`src/rtl/mem_arbiter_if.sv`:
```
// Bundle of the fetch, data and memory-port signals shared between the
// pipeline, the unified memory and mem_arbiter.
interface mem_arbiter_if #(
    parameter int ADDR_W = 16,
    parameter int DATA_W = 16
);
    logic              if_req;
    logic [ADDR_W-1:0] if_addr;
    logic              if_cancel;
    logic [DATA_W-1:0] if_data;
    logic              if_done;

    logic              d_req;
    logic              d_wr;
    logic [ADDR_W-1:0] d_addr;
    logic [DATA_W-1:0] d_wdata;
    logic [DATA_W-1:0] d_rdata;
    logic              d_done;

    logic              mem_en;
    logic              mem_wr;
    logic [ADDR_W-1:0] mem_addr;
    logic [DATA_W-1:0] mem_wdata;
    logic [DATA_W-1:0] mem_rdata;

    logic              stall_if;
    logic              stall_mem;

    // Arbiter view: it serves both requesters and drives the memory port.
    modport slave (
        input  if_req, if_addr, if_cancel,
        input  d_req, d_wr, d_addr, d_wdata,
        input  mem_rdata,
        output if_data, if_done,
        output d_rdata, d_done,
        output mem_en, mem_wr, mem_addr, mem_wdata,
        output stall_if, stall_mem
    );

    // Pipeline-plus-memory view of the same bundle.
    modport master (
        output if_req, if_addr, if_cancel,
        output d_req, d_wr, d_addr, d_wdata,
        output mem_rdata,
        input  if_data, if_done,
        input  d_rdata, d_done,
        input  mem_en, mem_wr, mem_addr, mem_wdata,
        input  stall_if, stall_mem
    );
endinterface

```
`src/rtl/mem_arbiter.sv`:
```
// Shares one fixed-latency single-port memory between instruction fetch and
// the memory stage; data has fixed priority, fetches can be cancelled.
module mem_arbiter #(
    parameter int ADDR_W  = 16,
    parameter int DATA_W  = 16,
    parameter int MEM_LAT = 4
) (
    input  logic          clk,
    input  logic          rst_n,
    mem_arbiter_if.slave  bus
);
    localparam logic [1:0] S_IDLE  = 2'd0;
    localparam logic [1:0] S_ISSUE = 2'd1;
    localparam logic [1:0] S_WAIT  = 2'd2;
    localparam logic [1:0] S_DONE  = 2'd3;

    localparam logic OWN_FETCH = 1'b0;
    localparam logic OWN_DATA  = 1'b1;

    localparam int CNT_W = (MEM_LAT > 1) ? $clog2(MEM_LAT) : 1;

    logic [1:0]        state_q,     state_d;
    logic [CNT_W-1:0]  cnt_q,       cnt_d;
    logic              owner_q,     owner_d;
    logic              kill_q,      kill_d;
    logic              mem_en_q,    mem_en_d;
    logic              mem_wr_q,    mem_wr_d;
    logic [ADDR_W-1:0] mem_addr_q,  mem_addr_d;
    logic [DATA_W-1:0] mem_wdata_q, mem_wdata_d;
    logic [DATA_W-1:0] if_data_q,   if_data_d;
    logic [DATA_W-1:0] d_rdata_q,   d_rdata_d;
    logic              if_done_q,   if_done_d;
    logic              d_done_q,    d_done_d;

    logic cancel_hit;
    logic fetch_killed;

    // A cancel only matters while a fetch owns the memory; in IDLE it merely
    // masks fetch sampling.
    assign cancel_hit   = (state_q != S_IDLE) && (owner_q == OWN_FETCH) && bus.if_cancel;
    assign fetch_killed = kill_q | cancel_hit;

    always_comb begin
        // NOTE: every variable gets a default first so no path leaves one
        // unassigned, which would otherwise infer a latch.
        state_d     = state_q;
        cnt_d       = cnt_q;
        owner_d     = owner_q;
        kill_d      = kill_q | cancel_hit;
        mem_en_d    = 1'b0;
        mem_wr_d    = mem_wr_q;
        mem_addr_d  = mem_addr_q;
        mem_wdata_d = mem_wdata_q;
        if_data_d   = if_data_q;
        d_rdata_d   = d_rdata_q;
        if_done_d   = 1'b0;
        d_done_d    = 1'b0;

        unique case (state_q)
            S_IDLE: begin
                kill_d = 1'b0;
                if (bus.d_req) begin
                    state_d     = S_ISSUE;
                    owner_d     = OWN_DATA;
                    mem_en_d    = 1'b1;
                    mem_wr_d    = bus.d_wr;
                    mem_addr_d  = bus.d_addr;
                    mem_wdata_d = bus.d_wdata;
                end else if (bus.if_req && !bus.if_cancel) begin
                    state_d    = S_ISSUE;
                    owner_d    = OWN_FETCH;
                    mem_en_d   = 1'b1;
                    mem_wr_d   = 1'b0;
                    mem_addr_d = bus.if_addr;
                end
            end

            S_ISSUE: begin
                cnt_d   = CNT_W'(MEM_LAT - 1);
                state_d = S_WAIT;
            end

            S_WAIT: begin
                if (cnt_q != '0) begin
                    cnt_d = cnt_q - CNT_W'(1);
                end else begin
                    // Read data is valid exactly in this cycle; the done pulse
                    // is registered so it appears in the DONE cycle.
                    state_d = S_DONE;
                    if (owner_q == OWN_DATA) begin
                        d_done_d = 1'b1;
                        if (!mem_wr_q) begin
                            d_rdata_d = bus.mem_rdata;
                        end
                    end else if (!fetch_killed) begin
                        if_done_d = 1'b1;
                        if_data_d = bus.mem_rdata;
                    end
                end
            end

            S_DONE: begin
                state_d = S_IDLE;
                kill_d  = 1'b0;
            end

            default: begin
                state_d = S_IDLE;
            end
        endcase
    end

    always_ff @(posedge clk or negedge rst_n) begin
        if (!rst_n) begin
            state_q     <= S_IDLE;
            cnt_q       <= '0;
            owner_q     <= OWN_FETCH;
            kill_q      <= 1'b0;
            mem_en_q    <= 1'b0;
            mem_wr_q    <= 1'b0;
            mem_addr_q  <= '0;
            mem_wdata_q <= '0;
            if_data_q   <= '0;
            d_rdata_q   <= '0;
            if_done_q   <= 1'b0;
            d_done_q    <= 1'b0;
        end else begin
            // NOTE: sequential state uses non-blocking assignments so every
            // register samples the pre-edge value of every other one.
            state_q     <= state_d;
            cnt_q       <= cnt_d;
            owner_q     <= owner_d;
            kill_q      <= kill_d;
            mem_en_q    <= mem_en_d;
            mem_wr_q    <= mem_wr_d;
            mem_addr_q  <= mem_addr_d;
            mem_wdata_q <= mem_wdata_d;
            if_data_q   <= if_data_d;
            d_rdata_q   <= d_rdata_d;
            if_done_q   <= if_done_d;
            d_done_q    <= d_done_d;
        end
    end

    assign bus.mem_en    = mem_en_q;
    assign bus.mem_wr    = mem_wr_q;
    assign bus.mem_addr  = mem_addr_q;
    assign bus.mem_wdata = mem_wdata_q;
    assign bus.if_data   = if_data_q;
    assign bus.if_done   = if_done_q;
    assign bus.d_rdata   = d_rdata_q;
    assign bus.d_done    = d_done_q;

    // Stalls drop in the done cycle so the pipeline register loads on its edge.
    assign bus.stall_if  = bus.if_req & ~if_done_q;
    assign bus.stall_mem = bus.d_req  & ~d_done_q;
endmodule
```
`src/flat_wrapper.sv`:
```
// flat-port wrapper written by rule: the top's interface ports become plain ports
module mem_arbiter_flat 
#(
    parameter int ADDR_W  = 16,
    parameter int DATA_W  = 16,
    parameter int MEM_LAT = 4
)
  (clk, rst_n, bus_if_req, bus_if_addr, bus_if_cancel, bus_d_req, bus_d_wr, bus_d_addr, bus_d_wdata, bus_mem_rdata, bus_if_data, bus_if_done, bus_d_rdata, bus_d_done, bus_mem_en, bus_mem_wr, bus_mem_addr, bus_mem_wdata, bus_stall_if, bus_stall_mem);
  mem_arbiter_if #(.ADDR_W(ADDR_W), .DATA_W(DATA_W)) bus_i ();
  input  logic clk;
  input  logic rst_n;
  input wire logic [$bits(bus_i.if_req)-1:0] bus_if_req;
  input wire logic [$bits(bus_i.if_addr)-1:0] bus_if_addr;
  input wire logic [$bits(bus_i.if_cancel)-1:0] bus_if_cancel;
  input wire logic [$bits(bus_i.d_req)-1:0] bus_d_req;
  input wire logic [$bits(bus_i.d_wr)-1:0] bus_d_wr;
  input wire logic [$bits(bus_i.d_addr)-1:0] bus_d_addr;
  input wire logic [$bits(bus_i.d_wdata)-1:0] bus_d_wdata;
  input wire logic [$bits(bus_i.mem_rdata)-1:0] bus_mem_rdata;
  output wire logic [$bits(bus_i.if_data)-1:0] bus_if_data;
  output wire logic [$bits(bus_i.if_done)-1:0] bus_if_done;
  output wire logic [$bits(bus_i.d_rdata)-1:0] bus_d_rdata;
  output wire logic [$bits(bus_i.d_done)-1:0] bus_d_done;
  output wire logic [$bits(bus_i.mem_en)-1:0] bus_mem_en;
  output wire logic [$bits(bus_i.mem_wr)-1:0] bus_mem_wr;
  output wire logic [$bits(bus_i.mem_addr)-1:0] bus_mem_addr;
  output wire logic [$bits(bus_i.mem_wdata)-1:0] bus_mem_wdata;
  output wire logic [$bits(bus_i.stall_if)-1:0] bus_stall_if;
  output wire logic [$bits(bus_i.stall_mem)-1:0] bus_stall_mem;
  assign bus_i.if_req = bus_if_req;
  assign bus_i.if_addr = bus_if_addr;
  assign bus_i.if_cancel = bus_if_cancel;
  assign bus_i.d_req = bus_d_req;
  assign bus_i.d_wr = bus_d_wr;
  assign bus_i.d_addr = bus_d_addr;
  assign bus_i.d_wdata = bus_d_wdata;
  assign bus_i.mem_rdata = bus_mem_rdata;
  assign bus_if_data = bus_i.if_data;
  assign bus_if_done = bus_i.if_done;
  assign bus_d_rdata = bus_i.d_rdata;
  assign bus_d_done = bus_i.d_done;
  assign bus_mem_en = bus_i.mem_en;
  assign bus_mem_wr = bus_i.mem_wr;
  assign bus_mem_addr = bus_i.mem_addr;
  assign bus_mem_wdata = bus_i.mem_wdata;
  assign bus_stall_if = bus_i.stall_if;
  assign bus_stall_mem = bus_i.stall_mem;
  mem_arbiter #(.ADDR_W(ADDR_W), .DATA_W(DATA_W), .MEM_LAT(MEM_LAT)) u_core (.clk(clk), .rst_n(rst_n), .bus(bus_i));
endmodule
```
`config.mk`:
```
export PLATFORM = sky130hd
export DESIGN_NAME = mem_arbiter_flat
export DESIGN_NICKNAME = d
export VERILOG_FILES = /design/src/rtl/mem_arbiter_if.sv /design/src/rtl/mem_arbiter.sv /design/src/flat_wrapper.sv
export SDC_FILE = /design/constraint.sdc
export NUM_CORES = 1
export LEC_CHECK = 0
export BUFFER_PORTS_ARGS = -buffer_cell sky130_fd_sc_hd__buf_2
export CORE_ASPECT_RATIO = 1.75
export CORE_MARGIN = 2
export CORE_UTILIZATION = 40
export CTS_CLUSTER_SIZE = 28
export DETAILED_ROUTE_END_ITERATION = 6
export PLACE_DENSITY = 0.77
export SLEW_MARGIN = 20
export SYNTH_ARGS = -nofsm -noshare
export SYNTH_HDL_FRONTEND = slang
export SYNTH_SLANG_ARGS = --single-unit
```
`constraint.sdc`:
```
create_clock -name clk -period 4.46 [get_ports clk]
set_input_delay 0.223 -clock clk [delete_from_list [all_inputs] [get_ports clk]]
set_output_delay 0.223 -clock clk [all_outputs]
set_load 0.02 [all_outputs]
```
==> metrics <==
PD cells 747 mW/mm^2; Hold/Removal Path Class in2async; NetSw approximately 1.1 mW; WP depth 4; detailed-route via count 2128; post_cts resized 0; worst slew pin tran 980 ps; Fmax 482 MHz; clock sinks 74; Fin. Hold Viols 0; largest net degree at the start of global routing 75; CP Buf/Inv Count 1; outcome completed; P_int 1.98 mW; Final Setup Violations 0; Worst VDD drop 354 uV; die area 0.00863 mm^2; core area around 0.0076 mm^2; Clock Latency Late Sink 320 ps; starting density of the core 41.3%; die height 121 um; most numerous cell in the Yosys netlist dfrtp_1; pins over their slew limit 0; Post-CTS Hold Buffers 0; Critical Path Start Type flip-flop; first-pass GRT wire length roughly 10 mm; Worst Clk Skew 4.14 ps; # Post-CTS Setup Buffers 0; CTS root buf clkbuf_16; Overall Global Routing Usage roughly 15%; Place WS 2340 ps; grt total ovfl 0; CTS buffer count 9; Crit path arrival time 2280 ps; CTS tree done; final setup TNS 0 ps; top_reg_cell synth dfrtp_1; cells along the critical path inv_1 -> ha_1 -> a21boi_2 -> mux2_2; unrepaired setup endpoints after global routing no; Initial DRC Count just under 70; area growth from synthesis to layout 32.2%; cell taking the most area after synthesis dfrtp_1; YS warnings 0; vias in the first global route 2250; CTS Buffer Depth 2; Post-Syn Nets 277; fin nets 420; max incr delay on CP 790 ps; Worst Path Required 4660 ps; CP Class reg2reg; CP top delay family compound AO/OA/AOI/OAI gates; HPWL Detailed around 4.8 mm; initial antenna violation count 0; Post-synth ARST share 100%; fill count roughly 640; post-DR wirelength/cell 14.4 um; number of synthesized flops with an enable pin 0; layout cells sized above 1 68.8%; slack of the critical path about 2400 ps; Comb pwr share between 40% and 50%; Tot Pwr 3.11 mW; Seq pwr share 37.0%; gpl congestion 0.756; syn avg cell area roughly 16 um^2; number of synthesized register bits 74; Max-Slew Margin vs Limit 34.3%; post-synthesis cell area 0.00315 mm^2; switching share of total power 36.3%; ANT nets after route 0; # IOs 140; routed wire length roughly 6.3 mm; sequential area share after synthesis 58.8%; Synth top cells by count dfrtp_1, mux2_2, mux2_4; Synth cell types 26; Final Hold Slack 2.07 ps; ratio of final minimum period to clock period 46.5%; Mapped Cells 202; Via-to-Cell Ratio 4.87; fin crit period between 2000 and 2500 ps; Core Rows 42; CP max stage cell a21boi_2; post-synth top area share 58.8%; port buffer count between 100 and 150; register clock-pin slew on the reported worst setup and hold paths 50 ps; Residual DRC 0; Max FO, Critical Path 19; Worst setup EP type flip-flop; first-pass iteration count of the detailed router 2; ant diodes 0; Die X-Extent 71.1 um; clock power share a little over a fifth; Max-cap violations 0; H-tree Lvls 3; Leak 2.18 nW; ranking of synthesized cells by area dfrtp_1, mux2_2, mux2_4; Register-to-Register Path Depth 4
## area by class of cell
type	count	area (um^2)	area share, %
inverters	8	30.0	0.721
well taps	88	110	2.64
clock inverters	2	12.5	0.300
clock buffers	13	260	6.25
multi-input cells	113	1200	28.8
flip-flops and latches	74	1850	44.5
repair buffers	139	698	16.8
## worst reg2reg max path: cells and delay by family (launching register included)
kind | cells | cell delay, ps
muxes | 1 | 420
AOI/OAI and AO/OA | 1 | 790
adders and majority gates | 1 | 240
buffers and inverters | 1 | 110
DFF | 1 | 390
## metrics by stage
stage | instance area (um^2) | std cells | utilization (%)
5_1_grt | 4160 | 437 | 54.6
3_3_place_gp | 3890 | 422 | 51.1
3_5_place_dp | 3890 | 422 | 51.1
6_report | 4160 | 437 | 54.6
4_1_cts | 4160 | 437 | 54.6
2_1_floorplan | 3150 | 202 | -
## path summary, 6_finish.rpt
| check | startpoint | end | slack [ps] |
|---|---|---|---|
| max | u_core.state_q[0] | u_core.bus.mem_addr[1] | 2390 |
| min reg2reg | u_core.cnt_q[0] | u_core.cnt_q[0] | 490 |
| max reg2reg | u_core.state_q[0] | u_core.bus.mem_addr[1] | 2390 |
| min in group clk | bus_d_wdata[6] | u_core.bus.mem_wdata[6] | 130 |
| min | rst_n | u_core.bus.if_data[12] | 2 |
| max in group asynchronous | rst_n | u_core.bus.if_data[0] | 3830 |
## metal layers
layer / wire length (um) / GRT usage, %
met5: 0 / 0
met1: 2160 / 14.7
met3: 359 / 4.15
met2: 3630 / 28.3
met4: 170 / 9.32
## sequential cells by signal, indices dropped and copies added, names as in the netlist
name                  flops
u_core.cnt_q              2
u_core.bus.mem_wdata     16
u_core.bus.if_data       16
u_core.state_q            2
u_core.bus.mem_wr         1
u_core.bus.mem_addr      16
u_core.bus.d_rdata       16
u_core.owner_q            1
u_core.bus.if_done        1
u_core.kill_q             1
u_core.bus.mem_en         1
u_core.bus.d_done         1
## cells in the final DEF (no fill, tap or decap)
cell and n:
nor3_1 2, nand2_2 1, inv_1 8, clkbuf_8 2
clkbuf_16 9, nand3_1 1, a21boi_2 1, and3_4 1
nor2_1 4, clkbuf_1 2, mux2_2 72, mux2_4 10
dfrtp_1 74, clkinvlp_4 1, nand2b_2 1, and2b_1 1
o21ai_0 2, a2bb2oi_1 1, ha_1 5, a21oi_1 3
nand2b_1 1, nand2_1 1, buf_4 1, clkinv_2 1
nor2b_1 3, nand4_4 1, nand2_4 1, buf_2 138
o21a_1 1
## cells by family after synthesis
kind of cell | Yosys count | synth area share [%]
AOI/OAI and AO/OA | 8 | 1.55
adders and majority gates | 5 | 1.99
buffers and inverters | 15 | 3.18
DFF | 74 | 58.8
muxes | 82 | 30.5
and+or+nand+nor | 18 | 3.97
## power groups by stage
stage / logic, mW / registers (mW) / clock network (mW)
floorplan: 0.528 / 1.52 / 0
global placement: 1.29 / 1.15 / 0
detailed placement: 1.33 / 1.16 / 0
CTS: 1.33 / 1.16 / 0.668
global route: 1.40 / 1.19 / 0.698
finish: 1.31 / 1.15 / 0.650
No activity file was read; power rests on OpenSTA's default activity.
